[src/rtl/parameters.sv]
// IJTAG trim-fuse-override TDR: scan/update shadow plus a settle FSM that flags trim_out invalid while a new trim value settles.
// Optional scan parity bit and sticky par_err are compiled in with `define TRIM_OVR_PARITY_EN.
module parameters #(
    parameter int TRIM_WIDTH    = 16,
    parameter int SETTLE_CYCLES = 4
) (
    input  logic                  ijtag_tck,
    input  logic                  ijtag_reset,
    input  logic                  ijtag_sel,
    input  logic                  ijtag_si,
    input  logic                  ijtag_ce,
    input  logic                  ijtag_se,
    input  logic                  ijtag_ue,
    output logic                  ijtag_so,
    input  logic [TRIM_WIDTH-1:0] fuse_trim_in,
    output logic [TRIM_WIDTH-1:0] trim_out,
    output logic                  trim_valid,
    output logic                  ovr_active,
    output logic                  par_err
);

`ifdef TRIM_OVR_PARITY_EN
    localparam int L = TRIM_WIDTH + 2;
`else
    localparam int L = TRIM_WIDTH + 1;
`endif
    localparam int CNT_W = (SETTLE_CYCLES > 1) ? $clog2(SETTLE_CYCLES) : 1;
    localparam logic [CNT_W-1:0] CNT_RELOAD = CNT_W'(SETTLE_CYCLES - 1);

    typedef enum logic {
        ST_IDLE,
        ST_SETTLE
    } state_t;

    logic [L-1:0]          r_sr;
    logic                  r_shadow_en;
    logic [TRIM_WIDTH-1:0] r_shadow_data;
    logic [L-1:0]          w_capture;
    logic                  w_update_ok;

    state_t                r_state, w_state_nxt;
    logic [TRIM_WIDTH-1:0] r_pending, w_pending_nxt;
    logic [CNT_W-1:0]      r_cnt, w_cnt_nxt;
    logic [TRIM_WIDTH-1:0] r_trim_out, w_trim_nxt;
    logic                  r_trim_valid, w_valid_nxt;
    logic [TRIM_WIDTH-1:0] w_target;

    // The parity bit captures the sticky error so the tester can read it back.
`ifdef TRIM_OVR_PARITY_EN
    logic r_par_err;

    assign w_update_ok = ~(^r_sr);
    assign w_capture   = {r_par_err, r_shadow_en, r_trim_out};
    assign par_err     = r_par_err;

    always_ff @(posedge ijtag_tck) begin
        if (ijtag_reset) begin
            r_par_err <= 1'b0;
        end else if (ijtag_sel && !ijtag_ce && !ijtag_se && ijtag_ue) begin
            r_par_err <= ^r_sr;
        end
    end
`else
    assign w_update_ok = 1'b1;
    assign w_capture   = {r_shadow_en, r_trim_out};
    assign par_err     = 1'b0;
`endif

    // NOTE: sequential state uses non-blocking assignments so every flop samples pre-edge values.
    always_ff @(posedge ijtag_tck) begin
        if (ijtag_reset) begin
            r_sr          <= '0;
            r_shadow_en   <= 1'b0;
            r_shadow_data <= '0;
        end else if (ijtag_sel) begin
            if (ijtag_ce) begin
                r_sr <= w_capture;
            end else if (ijtag_se) begin
                r_sr <= {ijtag_si, r_sr[L-1:1]};
            end else if (ijtag_ue && w_update_ok) begin
                {r_shadow_en, r_shadow_data} <= r_sr[TRIM_WIDTH:0];
            end
        end
    end

    assign w_target = r_shadow_en ? r_shadow_data : fuse_trim_in;

    // NOTE: every next-state variable gets a default first so no latch is inferred.
    always_comb begin
        w_state_nxt   = r_state;
        w_pending_nxt = r_pending;
        w_cnt_nxt     = r_cnt;
        w_trim_nxt    = r_trim_out;
        w_valid_nxt   = r_trim_valid;
        case (r_state)
            ST_IDLE: begin
                if (w_target != r_trim_out) begin
                    w_state_nxt   = ST_SETTLE;
                    w_pending_nxt = w_target;
                    w_cnt_nxt     = CNT_RELOAD;
                    w_valid_nxt   = 1'b0;
                end
            end
            ST_SETTLE: begin
                // A target that moves mid-window restarts the full settle time.
                if (w_target != r_pending) begin
                    w_pending_nxt = w_target;
                    w_cnt_nxt     = CNT_RELOAD;
                end else if (r_cnt == '0) begin
                    w_trim_nxt  = r_pending;
                    w_valid_nxt = 1'b1;
                    w_state_nxt = ST_IDLE;
                end else begin
                    w_cnt_nxt = r_cnt - 1'b1;
                end
            end
            default: w_state_nxt = ST_SETTLE;
        endcase
    end

    always_ff @(posedge ijtag_tck) begin
        if (ijtag_reset) begin
            r_state      <= ST_SETTLE;
            r_pending    <= '0;
            r_cnt        <= CNT_RELOAD;
            r_trim_out   <= '0;
            r_trim_valid <= 1'b0;
        end else begin
            r_state      <= w_state_nxt;
            r_pending    <= w_pending_nxt;
            r_cnt        <= w_cnt_nxt;
            r_trim_out   <= w_trim_nxt;
            r_trim_valid <= w_valid_nxt;
        end
    end

    assign ijtag_so   = r_sr[0];
    assign trim_out   = r_trim_out;
    assign trim_valid = r_trim_valid;
    assign ovr_active = r_shadow_en;

endmodule

[config.mk]
export PLATFORM = sky130hd
export DESIGN_NAME = parameters
export DESIGN_NICKNAME = d
export VERILOG_FILES = /design/src/rtl/parameters.sv
export SDC_FILE = /design/constraint.sdc
export NUM_CORES = 1
export LEC_CHECK = 0
export CORE_ASPECT_RATIO = 1.75
export CORE_MARGIN = 5
export CORE_UTILIZATION = 40
export DETAILED_ROUTE_END_ITERATION = 8
export PLACE_DENSITY = 0.65
export SLEW_MARGIN = 40
export SYNTH_ARGS = -nofsm -noshare
export SYNTH_HDL_FRONTEND = slang
export SYNTH_SLANG_ARGS = --single-unit
[constraint.sdc]
create_clock -name ijtag_tck -period 2.5 [get_ports ijtag_tck]
set_input_delay 0.75 -clock ijtag_tck [delete_from_list [all_inputs] [get_ports ijtag_tck]]
set_output_delay 0.75 -clock ijtag_tck [all_outputs]
set_load 0.02 [all_outputs]
==> results.json, run 1 <==
{
  "status": "finished with violations",
  "violations": "negative setup slack",
  "initial_utilization_pct": 41.2,
  "antenna_found_initial": 0,
  "drt_iter0_markers": 196,
  "finalCritPeriodShare_pct": 100,
  "hp-class": "flop to flop",
  "async_reset_ff_share_pct": 0,
  "period_needed_ns": 2.51,
  "cts_hold_buf": 0,
  "final_nets": 456,
  "netlist_instances": 361,
  "yosysSeqAreaShare_pct": 42.7,
  "synth_top_area_share_pct": 42.7,
  "vias_per_cell": 5.27,
  "synthTopCellsByCount": "dfxtp_1 (70), nand2_1 (51), mux2i_1 (41)",
  "grt_pass1_wl_um": 13800,
  "synth.most_common_cell": "dfxtp_1",
  "first_pass_iters": 5,
  "r2r_start": "ovr_active",
  "crit_chain": "clkdlybuf4s50_1 -> mux2i_4 -> a222oi_1 -> nand4_1 -> buf_4 -> nor3_4 -> buf_4 -> buf_6 -> o21ai_1 -> a21o_1",
  "synth_xor_area_share_pct": 7.75,
  "cpMostUsedCell": "buf_4",
  "io_pins": 43,
  "core_sq_mm": 0.00796,
  "yosys-mux-area-fraction_pct": 15.7,
  "hold_viol_final": 0,
  "clockBufferDepth": 2,
  "synth_compound_area_share_pct": 11.6,
  "cts.sink_count": 70,
  "slew_viol_final": 0,
  "avgSynthCellArea_sq_um": 9.08,
  "combPwrFrac_pct": 10.6,
  "ys_ff_latch": 70,
  "power.total_mw": 2.67,
  "tritoncts.num_buffers": 9,
  "ant_nets": 0,
  "detail_route.wl_per_cell_um": 16.9,
  "reg2reg_slack_ns": 0,
  "p_sw_mw": 0.618,
  "clock-skew-final_ns": 0.00581,
  "overflow": 0,
  "fmax_mhz": 399,
  "cts.clk_slew.worst_paths_ns": 0.05,
  "seqPwrFrac_pct": 44.3,
  "die-width_um": 78.4,
  "powerDensity_mw_per_mm2": 579,
  "port_buffers": 41,
  "htreeDepth": 3,
  "yosysUniqueCellTypes": 38,
  "routed_wl_um": 8930,
  "dp_hpwl_um": 5640,
  "setup_slack_ns": -0.00828,
  "ys_top_cells_by_area": "dfxtp_1 (43%), mux2i_1 (13%), xnor2_1 (6.4%)",
  "hold_start": "r_shadow_data[2]",
  "cts-root-buf": "clkbuf_16",
  "insertion_delay_ns": 0.33,
  "required_ns": 2.72,
  "utilization_pct": 57.9,
  "worst_setup_path_end_kind": "flop",
  "critPathLaunch": "fuse_trim_in[14]",
  "tns_ns": -0.00828,
  "worstPathMaxFanout": 4,
  "die_area_sq_mm": 0.0102,
  "cp.arrival_ns": 2.73,
  "num_rows": 43,
  "dpl_cell_area_sq_mm": 0.00389,
  "synthAdderAreaFrac_pct": 0.382,
  "ys.flop_type": "dfxtp_1",
  "final_area_sq_mm": 0.00461,
  "leakage_nw": 1.72,
  "rsz0062_at_grt": "yes",
  "crit_type": "input pin to flop",
  "critPathBufInv": 4,
  "crit_family": "buffers and inverters",
  "yosys.area.top_type": "dfxtp_1",
  "intPower_mw": 2.05,
  "drive_gt1_share_pct": 25.4,
  "slowest_stage": "clkdlybuf4s50_1",
  "syn_area_sq_mm": 0.00328,
  "yosys.area_share.simple_pct": 16.6,
  "num_vias": 2779,
  "maxCapViolations": 0,
  "synth_top_family_by_area": "simple AND/OR/NAND/NOR gates",
  "yosys_warnings": 0,
  "clkPwrFrac_pct": 45.1,
  "grt_util_all_layers_pct": 17.9,
  "switching_share_pct": 23.2,
  "cts_tree": "yes",
  "synth_edf_count": 0,
  "finalSetupViolCount": 1,
  "syn_nets": 385,
  "area_growth_pct": 40.7,
  "drc_errors": 0,
  "n_antenna_cell": 0,
  "startpoint_type": "input pin",
  "die_h_um": 130,
  "grt_max_degree": 71,
  "grt_pass1_vias": 2738,
  "slowest_delay_ns": 0.50,
  "gp_congestion": 0.769,
  "vdd_ir_drop_max_uv": 562
}
==> registers in the layout, summed over array words and instances (netlist names) <==
register       cells
trim_valid         1
r_state            1
r_pending         16
r_sr              17
trim_out          16
r_cnt              2
ovr_active         1
r_shadow_data     16
==> cell families after synthesis <==
logic type	after synthesis
buffers and inverters	30
flip-flops	70
multiplexers	49
AND/OR/NAND/NOR	121
other	1
adder cells (fa/ha/maj)	1
XOR/XNOR	29
AO/OA/AOI/OAI	60
==> metrics by stage <==
stage               std cells  setup slack (ns)  hold WS [ns]
finish                    527          -0.00828         0.454
global route              527            -0.139         0.482
CTS                       521           0.00411         0.457
detailed placement        493            -0.514         0.447
global placement          493            -0.504         0.441
floorplan                 361             0.102         0.433
==> layout by cell type, fill, tap and decap left out, drive strengths merged <==
cell,synthesis,layout
dfxtp,70,70
nand2,51,51
mux2i,47,47
buf,9,44
nor2,40,40
a21oi,32,32
clkdlybuf4s50,0,26
xnor2,24,24
a211oi,19,19
clkbuf,16,17
or2,14,14
dlygate4sd2,0,12
nor4,6,6
inv,5,5
xor2,5,5
nand4,3,3
o21ai,3,3
mux2,2,2
a21o,2,2
dlymetal6s2s,0,2
o22ai,2,2
nor3,2,2
nor2b,1,1
a222oi,1,1
and3,1,1
nand3,1,1
or2b,1,1
nand3b,1,1
o21bai,1,1
ha,1,1
conb,1,1
==> worst paths after layout <==
path,end,depth (start not counted)
worst max-delay path,r_cnt[0],10
worst min-delay path,r_shadow_data[2],2
worst max register to register,r_cnt[0],12
worst min register to register,r_shadow_data[2],2
==> what timing repair did <==
| item | 4_1_cts | 5_1_grt |
|---|---|---|
| gates cloned | 3 | 2 |
| setup endpoints to repair | 35 | 35 |
| setup buffers | 9 | 4 |
| gates resized for setup | 50 | 22 |
| pin swaps | 20 | 17 |
==> per-layer routing <==
| metal | up-vias | track usage, % | part of all wire [%] |
|---|---|---|---|
| li1 | 1372 | - | - |
| met1 | 1334 | 19.9 | 39 |
| met2 | 58 | 32.1 | 55 |
| met3 | 15 | 4.01 | 3.1 |
| met4 | 0 | 8.44 | 3.2 |
| met5 | - | 0 | 0 |
==> worst min-delay path, stage by stage (launching register included) <==
cell     delay (ns)
dfxtp_1        0.30
nand2_1        0.05
a21oi_1        0.05
==> power by group through the flow <==
stage | Clock, mW | Combinational, mW | Sequential (mW)
floorplan | 0 | 0.155 | 1.20
global placement | 0 | 0.244 | 1.20
detailed placement | 0 | 0.249 | 1.20
CTS | 1.22 | 0.272 | 1.18
global route | 1.27 | 0.306 | 1.19
finish | 1.20 | 0.284 | 1.18
==> final cells by class <==
cell class / count / area [sq um]
Clock buffer: 16 / 282
Fill cell: 693 / 3350
Inverter: 5 / 18.8
Multi-Input combinational cell: 261 / 1950
Sequential cell: 70 / 1410
Tap cell: 90 / 113
Timing Repair Buffer: 85 / 842
(Power assumes the default switching activity.)
==> run 2, diff against run 1 <==
--- a/config.mk
+++ b/config.mk
@@ -9,7 +9,7 @@
 export CORE_MARGIN = 5
 export CORE_UTILIZATION = 40
 export DETAILED_ROUTE_END_ITERATION = 8
-export PLACE_DENSITY = 0.65
+export PLACE_DENSITY = 0.63
 export SLEW_MARGIN = 40
 export SYNTH_ARGS = -nofsm -noshare
 export SYNTH_HDL_FRONTEND = slang
==> constraint.sdc (replaced) <==
create_clock -name ijtag_tck -period 2.4 [get_ports ijtag_tck]
set_input_delay 0.72 -clock ijtag_tck [delete_from_list [all_inputs] [get_ports ijtag_tck]]
set_output_delay 0.72 -clock ijtag_tck [all_outputs]
set_load 0.02 [all_outputs]
==> run 2 against run 1 <==
Against the previous run:
- the flow still finishes with violations (negative setup slack)
- die area did not move
- power rose by 5.3%
- worst setup slack got worse by 0.042 ns
- clock skew barely moved
- cell area fell by 0.16%
- combinational power rose by 7.0%
- register-to-register slack got worse by 0.02 ns
- wire length fell by 3.5%
- utilization fell by 0.094 points
- hold slack barely moved
- sequential power rose by 4%
==> results.json, run 2 (synthesis gave the netlist of run 1 again) <==
{
  "drc_errors": 0,
  "gp_congestion": 0.775,
  "antenna_found_initial": 0,
  "critPathLaunch": "fuse_trim_in[10]",
  "grt_max_degree": 36,
  "insertion_delay_ns": 0.33,
  "final_nets": 455,
  "r2r_start": "ovr_active",
  "drt_iter0_markers": 132,
  "cts.sink_count": 70,
  "rsz0062_at_grt": "yes",
  "worstPathMaxFanout": 7,
  "layout_common_cells": "dfxtp_1 (69), nand2_1 (51), nor2_1 (40)",
  "crit_chain": "dlygate4sd2_1 -> mux2i_4 -> buf_4 -> xnor2_4 -> nor4_4 -> nand4_1 -> nor3_4 -> buf_6 -> mux2i_1 -> nor2_1",
  "status": "finished with violations",
  "finalSetupViolCount": 16,
  "required_ns": 2.61,
  "tritoncts.num_buffers": 9,
  "grt_pass1_vias": 2856,
  "violations": "negative setup slack",
  "clock-skew-final_ns": 0.00544,
  "core_sq_mm": 0.00796,
  "num_vias": 2764,
  "die_h_um": 130,
  "slowest_delay_ns": 0.31,
  "finalCritPeriodShare_pct": 102,
  "ant_nets": 0,
  "num_rows": 43,
  "io_pins": 43,
  "detail_route.wl_per_cell_um": 16.4,
  "dpl_cell_area_sq_mm": 0.00389,
  "layout_commonest_cell": "dfxtp_1",
  "first_pass_iters": 6,
  "slowest_stage": "nor3_4",
  "vdd_ir_drop_max_uv": 461,
  "cts_hold_buf": 0,
  "cts-root-buf": "clkbuf_16",
  "reg2reg_to": "trim_out[12]",
  "hold_ws_ns": 0.454,
  "leakage_nw": 1.72,
  "dp_hpwl_um": 5790,
  "critPathBufInv": 3,
  "period_needed_ns": 2.45,
  "hold_start": "r_shadow_data[2]",
  "area_growth_pct": 40.5,
  "htreeDepth": 3,
  "overflow": 0,
  "powerDensity_mw_per_mm2": 611,
  "cts.clk_slew.worst_paths_ns": 0.05,
  "initial_utilization_pct": 41.2,
  "tns_ns": -0.413,
  "grt_util_all_layers_pct": 18.4,
  "n_antenna_cell": 0,
  "maxCapViolations": 0,
  "drive_gt1_share_pct": 25.7,
  "dp_slack_ns": -0.551,
  "cts_tree": "yes",
  "startpoint_type": "input pin",
  "largest_reg_flops": 17,
  "routed_wl_um": 8620,
  "grt_pass1_wl_um": 14300,
  "reg2reg_slack_ns": -0.02,
  "clockBufferDepth": 2,
  "hp-class": "flop to flop",
  "fmax_mhz": 408,
  "setup_slack_ns": -0.0508,
  "worst_setup_path_end_kind": "flop",
  "r2r_cells": 10,
  "port_buffers": 41,
  "slew_viol_final": 0,
  "top_register": "r_sr",
  "die_area_sq_mm": 0.0102,
  "final_area_sq_mm": 0.00461,
  "vias_per_cell": 5.25,
  "utilization_pct": 57.8,
  "crit_type": "input pin to flop",
  "die-width_um": 78.4,
  "cp.arrival_ns": 2.66,
  "holdPathStages": 2,
  "hold_viol_final": 0,
  "crit_family": "simple AND/OR/NAND/NOR gates",
  "min_to": "r_shadow_data[2]"
}
[run 2: metal layers]
metal  global-route usage, %  vias up  part of all wire [%]
met5                       0        -                     0
met4                    9.58        0                   2.9
met3                    2.97       19                   3.1
met2                    33.2       49                    54
met1                    20.6     1326                    40
li1                        -     1370                     -
[run 2: metrics by stage]
stage               std cells  total power, mW
floorplan                 361             1.41
global placement          492             1.51
detailed placement        492             1.51
CTS                       523             2.82
global route              526             2.91
finish                    526             2.81
[run 2: how the worst max path moves through the flow]
stage                         end  slack [ns]  cells after the start
finish               trim_out[12]       -0.05                     10
global placement      trim_out[0]       -0.49                      9
floorplan           r_pending[10]        0.03                      8
CTS                  trim_out[12]      -0.004                      9
global route         trim_out[14]       -0.20                     10
detailed placement   trim_out[14]       -0.55                      9
[run 2: layout make-up]
cell class / instances / area [sq um]
clock buffers: 11 / 233
repair buffers: 84 / 817
well taps: 90 / 113
clock inverters: 5 / 50.0
multi-input cells: 261 / 1970
inverters: 5 / 18.8
fillers: 719 / 3360
flip-flops and latches: 70 / 1410
[run 2: worst register-to-register path, cell delays in order (launching register included)]
cell,delay (ns)
dfxtp_4,0.37
buf_12,0.13
buf_12,0.11
mux2i_4,0.29
xnor2_2,0.12
nor4_2,0.30
nand4_1,0.24
nor3_4,0.31
buf_6,0.19
mux2i_1,0.21
nor2_1,0.05
[run 2: report_power, final]
group	switching [mW]	internal, mW	leakage [nW]
logic	0.147	0.157	1.01
registers	0.0329	1.20	0.573
clock network	0.481	0.797	0.143
total	0.661	2.15	1.72
[run 2: repair_timing]
action,CTS,global route
resized for setup,62,7
endpoints found under the setup margin,35,34
buffers inserted,14,3
pin swaps,20,11
gates cloned,2,0
